## config.mk

```make
export PLATFORM = sky130hd
export DESIGN_NAME = fb_write_arbiter
export DESIGN_NICKNAME = d
export VERILOG_FILES = /design/src/rtl/fb_write_arbiter.sv
export SDC_FILE = /design/constraint.sdc
export NUM_CORES = 1
export LEC_CHECK = 0
export CORE_ASPECT_RATIO = 0.6
export CORE_MARGIN = 2
export CORE_UTILIZATION = 60
export CTS_CLUSTER_DIAMETER = 50
export DETAILED_ROUTE_END_ITERATION = 7
export DONT_BUFFER_PORTS = 1
export PLACE_DENSITY = 0.76
export SKIP_CTS_REPAIR_TIMING = 1
export SLEW_MARGIN = 20
export SYNTH_ARGS = -nofsm -noshare
export SYNTH_HDL_FRONTEND = slang
export SYNTH_SLANG_ARGS = --single-unit
```

## constraint.sdc

```tcl
create_clock -name clk -period 4.4 [get_ports clk]
set_clock_uncertainty 0.05 [all_clocks]
set_input_delay 1.32 -clock clk [delete_from_list [all_inputs] [get_ports clk]]
set_output_delay 1.32 -clock clk [all_outputs]
set_load 0.05 [all_outputs]
```

## src/rtl/fb_write_arbiter.sv

```systemverilog
// fb_write_arbiter: shares one framebuffer write port between four pixel
// writers (round-robin) and a full-frame clear sequencer.
// Handshake: chK_valid is the requester's "write pending" flag and must hold
// x/y/data stable until chK_ready is seen high; a transfer completes on a
// clock edge where chK_valid && chK_ready. chK_ready is combinational from
// registered state plus the four valid bits and clear_start only.
module fb_write_arbiter #(
  parameter int H_RES  = 640,
  parameter int V_RES  = 480,
  parameter int ADDR_W = 10,
  parameter int DATA_W = 8,
  parameter int CNT_W  = 16
) (
  input  logic              clk,
  input  logic              reset,
  input  logic              ch1_valid,
  input  logic [ADDR_W-1:0] ch1_x,
  input  logic [ADDR_W-1:0] ch1_y,
  input  logic [DATA_W-1:0] ch1_data,
  output logic              ch1_ready,
  input  logic              ch2_valid,
  input  logic [ADDR_W-1:0] ch2_x,
  input  logic [ADDR_W-1:0] ch2_y,
  input  logic [DATA_W-1:0] ch2_data,
  output logic              ch2_ready,
  input  logic              ch3_valid,
  input  logic [ADDR_W-1:0] ch3_x,
  input  logic [ADDR_W-1:0] ch3_y,
  input  logic [DATA_W-1:0] ch3_data,
  output logic              ch3_ready,
  input  logic              ch4_valid,
  input  logic [ADDR_W-1:0] ch4_x,
  input  logic [ADDR_W-1:0] ch4_y,
  input  logic [DATA_W-1:0] ch4_data,
  output logic              ch4_ready,
  input  logic              clear_start,
  input  logic [DATA_W-1:0] clear_color,
  output logic              clear_busy,
  output logic              mem_we,
  output logic [ADDR_W-1:0] mem_x,
  output logic [ADDR_W-1:0] mem_y,
  output logic [DATA_W-1:0] mem_data,
  output logic [CNT_W-1:0]  drop_count,
  output logic              dbg_state
);

  typedef enum logic {S_IDLE = 1'b0, S_CLEAR = 1'b1} state_t;

  localparam logic [ADDR_W:0]   LP_H     = (ADDR_W+1)'(H_RES);
  localparam logic [ADDR_W:0]   LP_V     = (ADDR_W+1)'(V_RES);
  localparam logic [ADDR_W-1:0] LP_X_END = ADDR_W'(H_RES - 1);
  localparam logic [ADDR_W-1:0] LP_Y_END = ADDR_W'(V_RES - 1);

  state_t                   r_state, w_next;
  logic [1:0]               r_last;   // index of last granted channel (0=ch1)
  logic [DATA_W-1:0]        r_color;
  logic [ADDR_W-1:0]        r_cx, r_cy;

  logic [3:0]               w_valid;
  logic [3:0][ADDR_W-1:0]   w_x, w_y;
  logic [3:0][DATA_W-1:0]   w_d;
  logic [3:0]               w_grant;
  logic [1:0]               w_gidx, w_idx;
  logic                     w_found, w_oor, w_clear_last;

  assign w_valid = {ch4_valid, ch3_valid, ch2_valid, ch1_valid};
  assign w_x     = {ch4_x, ch3_x, ch2_x, ch1_x};
  assign w_y     = {ch4_y, ch3_y, ch2_y, ch1_y};
  assign w_d     = {ch4_data, ch3_data, ch2_data, ch1_data};

  assign {ch4_ready, ch3_ready, ch2_ready, ch1_ready} = w_grant;

  assign w_clear_last = (r_cx == LP_X_END) && (r_cy == LP_Y_END);

  // Round-robin pick: first valid channel after r_last, only in IDLE without a clear request
  always_comb begin
    w_found = 1'b0;
    w_gidx  = r_last;
    w_idx   = r_last;
    w_grant = '0;
    if (r_state == S_IDLE && !clear_start) begin
      for (int i = 1; i < 5; i++) begin
        w_idx = r_last + 2'(i);
        if (!w_found && w_valid[w_idx]) begin
          w_found = 1'b1;
          w_gidx  = w_idx;
        end
      end
    end
    if (w_found) w_grant[w_gidx] = 1'b1;
  end

  // Winner's coordinates outside the frame: accepted but not written
  always_comb begin
    w_oor = ({1'b0, w_x[w_gidx]} >= LP_H) || ({1'b0, w_y[w_gidx]} >= LP_V);
  end

  // State register
  always_ff @(posedge clk or posedge reset) begin
    if (reset) r_state <= S_IDLE;
    else       r_state <= w_next;
  end

  // Next-state: enter CLEAR on request, leave after the last raster pixel
  always_comb begin
    w_next = r_state;
    case (r_state)
      S_IDLE:  if (clear_start)  w_next = S_CLEAR;
      S_CLEAR: if (w_clear_last) w_next = S_IDLE;
      default: w_next = S_IDLE;
    endcase
  end

  // State-decoded outputs
  always_comb begin
    clear_busy = (r_state == S_CLEAR);
    dbg_state  = r_state;
  end

  // Write-port datapath, clear raster counters, arbitration pointer, drop counter
  always_ff @(posedge clk or posedge reset) begin
    if (reset) begin
      mem_we     <= 1'b0;
      mem_x      <= '0;
      mem_y      <= '0;
      mem_data   <= '0;
      drop_count <= '0;
      r_last     <= 2'd3;
      r_color    <= '0;
      r_cx       <= '0;
      r_cy       <= '0;
    end else if (r_state == S_CLEAR) begin
      mem_we   <= 1'b1;
      mem_x    <= r_cx;
      mem_y    <= r_cy;
      mem_data <= r_color;
      if (r_cx == LP_X_END) begin
        r_cx <= '0;
        r_cy <= (r_cy == LP_Y_END) ? '0 : r_cy + ADDR_W'(1);
      end else begin
        r_cx <= r_cx + ADDR_W'(1);
      end
    end else begin
      mem_we <= 1'b0;
      if (clear_start) begin
        r_color <= clear_color;
        r_cx    <= '0;
        r_cy    <= '0;
      end else if (w_found) begin
        r_last <= w_gidx;
        if (w_oor) begin
          if (drop_count != {CNT_W{1'b1}}) drop_count <= drop_count + CNT_W'(1);
        end else begin
          mem_we   <= 1'b1;
          mem_x    <= w_x[w_gidx];
          mem_y    <= w_y[w_gidx];
          mem_data <= w_d[w_gidx];
        end
      end
    end
  end

endmodule
```

==> results.md <==
- Largest family of logic cells by synthesized area: simple AND/OR/NAND/NOR gates
- Drt drc: 0
- WL/cell: between 15 and 20 µm
- P_int: 1.33 mW
- Critical Path AT: 2.80 ns
- Synth Area in XOR/XNOR: 3.10%
- CTS tree: built
- Area contributors post-synth: dfrtp_1 39%, mux2_2 7.7%, mux2i_1 7.5%
- Largest net degree at the start of global routing: 46
- Leak: 2.30 nW
- Period utilisation layout: 94.8%
- Highest-delay cell along the critical path: or3_4
- Die ar.: 8770 µm²
- CTS Buf Count: 9
- HP Class: flip-flop to flip-flop
- Htree depth: 3
- CTS sink cnt: 76
- # rows: 25
- Yosys top cell area share: 38.5%
- Clock-pin slew on the worst setup and hold paths: 0.06 ns
- Gr ovfl total: 0
- Worst-Margin Slew: 1.06 ns
- Height of the die: 73.3 µm
- Min cycle time layout: about 4.2 ns
- Via density: roughly 6.5
- PD cells: 317 nW/µm²
- Seq/Total Area, Yosys: between 30% and 40%
- Final Max Slew Viols: 0
- Vias in the first global route: 3702
- Setup TNS: 0 ns
- Worst R2R Start: r_last[1]
- Most used DFF post-synth: dfrtp_1
- Relative max-transition margin: ~29%
- Finish-stage setup viols: 0
- Synthesized flop and latch total: 76
- Clk Latency, worst-skew pair: 0.34 ns
- Post-synthesis area per instance: a little over 9 µm²
- Max Freq: 240 MHz
- I/O pin cnt: 178
- Total core area: 7820 µm²
- Top-count cell post-synth: dfrtp_1
- NetSw: ~370 µW
- Place WS: 0.239 ns
- Crit path capture type: output pin
- Max cap viols: 0
- WS Path Type: input pin to output pin
- Crit path largest cell delay: 0.39 ns
- Top post-synthesis cells by count: 74 x dfrtp_1, 54 x nand2_1, 40 x nor2_1, 40 x o211ai_1, 36 x mux2i_1
- Nets@finish: 641
- Sw Share: 21.7%
- Mapped Area: 4810 µm²
- Startpoint types: input pin
- Final WL: around 12000 µm
- Bufs on Longest Clock Path: 2
- Yosys warnings: 0
- GRT Resource Usage Total: 28.3%
- Syn nets: 646
- RSZ-0062 raised after global routing: false
- IO buf count: 0
- Part of the power in registers: 43.0%
- Peak supply drop: 211 µV
- Post-synth top area cell: dfrtp_1
- Via count: 4028
- N_diodes: 0
- Clock root cell: clkbuf_16
- Layout area overhead: 11.8%
- Outcome: finished clean
- Initial antenna violation count: 0
- Worst hold margin: 0.451 ns
- Final Worst Setup Slack: 0.228 ns
- Critical path launch point: ch1_valid
- Layout cells sized above 1: around 17%
- Hold_sp: r_color[3]
- Fillers: 612
- Clock network power share: 50.9%
- Die X: 120 µm
- Crit-path max FO: 5
- Logic pwr share: 6.2%
- Adder-cell share of the synthesized area: less than 1%
- Netlist cell types: 52
- Share of flip-flops with an asynchronous set or reset: 100%
- Number of synthesized flops with an enable pin: 0
- Post-synthesis mux area share: 16.2%
- Initial core utilization: between 60% and 70%
- Final ANT Viol Nets: 0
- Compound-Gate Fraction of Synth Area: about 17%
- First-pass GRT wire length: 19100 µm
- R2r setup slk: 1.02 ns
- Final hold vios: 0
- Initial DRC count: 257
- Crit-path cells: nand4b_1 -> o31ai_2 -> or3_4 -> nand2_1 -> and2_2 -> inv_2 -> nor3_4 -> buf_12
- Post-detail-place hpwl: 8810 µm
- Final RePlAce weighted congestion: 0.846
- Syn Inst Count: 516
- DRT Pass-1 Iters: 6
- Post-Synth Simple-Gate Area: 18.7%
- Worst EP required: between 3 and 4 ns
## registers in the layout, indices dropped and copies added (netlist names), 2 cells and up
signal / cells
drop_count: 16
mem_data: 8
mem_x: 10
mem_y: 10
r_color: 8
r_cx: 10
r_cy: 10
r_last: 2
## per-stage QoR
| step | total power [mW] | utilization, % | instance area (µm²) | cells |
|---|---|---|---|---|
| final | 1.70 | 68.7 | 5380 | 624 |
| after global routing | 1.76 | 68.7 | 5380 | 624 |
| after CTS | 1.72 | 68.7 | 5380 | 624 |
| after detailed placement | 0.851 | 64.2 | 5020 | 608 |
| after global placement | 0.847 | 64.2 | 5020 | 608 |
| after floorplan | 0.828 | - | 4880 | 516 |
## power groups by stage
stage / logic [mW] / registers [mW] / clock network (mW)
floorplan: 0.0853 / 0.742 / 0
global placement: 0.103 / 0.744 / 0
detailed placement: 0.106 / 0.745 / 0
CTS: 0.106 / 0.732 / 0.880
global route: 0.118 / 0.733 / 0.911
finish: 0.105 / 0.732 / 0.867
## cells in the final DEF, fill, tap and decap left out, types with 17 or more instances in the layout
| cell | synthesis | final |
|---|---|---|
| nand2_1 | 54 | 54 |
| nor2_1 | 40 | 39 |
| and3_1 | 17 | 17 |
| o211ai_1 | 40 | 40 |
| o21ai_0 | 28 | 28 |
| dfrtp_1 | 74 | 73 |
| nand3_1 | 21 | 21 |
| a21oi_1 | 24 | 24 |
| mux2i_1 | 36 | 36 |
| mux2_2 | 33 | 33 |
## area by class of cell
type	instances	area [µm²]	share of cell area, %
inverter	8	31.3	0.582
clock inverter	4	95.1	1.77
timing repair buffer	19	193	3.58
sequential	76	1910	35.5
tap	108	135	2.51
clock buffer	12	256	4.77
multi-input combinational	397	2760	51.3
## critical path: cells and delay by family
kind,cells,cell delay (ns)
and+or+nand+nor,5,1.12
AOI/OAI and AO/OA,1,0.09
buffers and inverters,2,0.27
## cells by family after synthesis
family                   after synthesis
flip-flops                            76
XOR/XNOR                              17
AO/OA/AOI/OAI                        121
AND/OR/NAND/NOR                      183
buffers and inverters                 43
multiplexers                          73
adder cells (fa/ha/maj)                3
## final timing paths
kind / endpoint / cells after the start
max in group asynchronous: clear_busy / 2
max: ch3_ready / 8
min in group asynchronous: drop_count[6] / 1
max reg2reg: drop_count[1] / 12
min reg2reg: mem_data[3] / 2
min: mem_data[3] / 2
## routing by layer
metal	GRT usage, %	up-vias	share of wire (%)	routed length (µm)
met3	10.2	13	7.2	892
met2	43.9	123	48	5850
met5	0	-	0	0
met1	38.6	2011	44	5470
li1	-	1881	-	-
met4	6.80	0	0.79	97
Note: power is estimated with default switching activity, not from simulation.
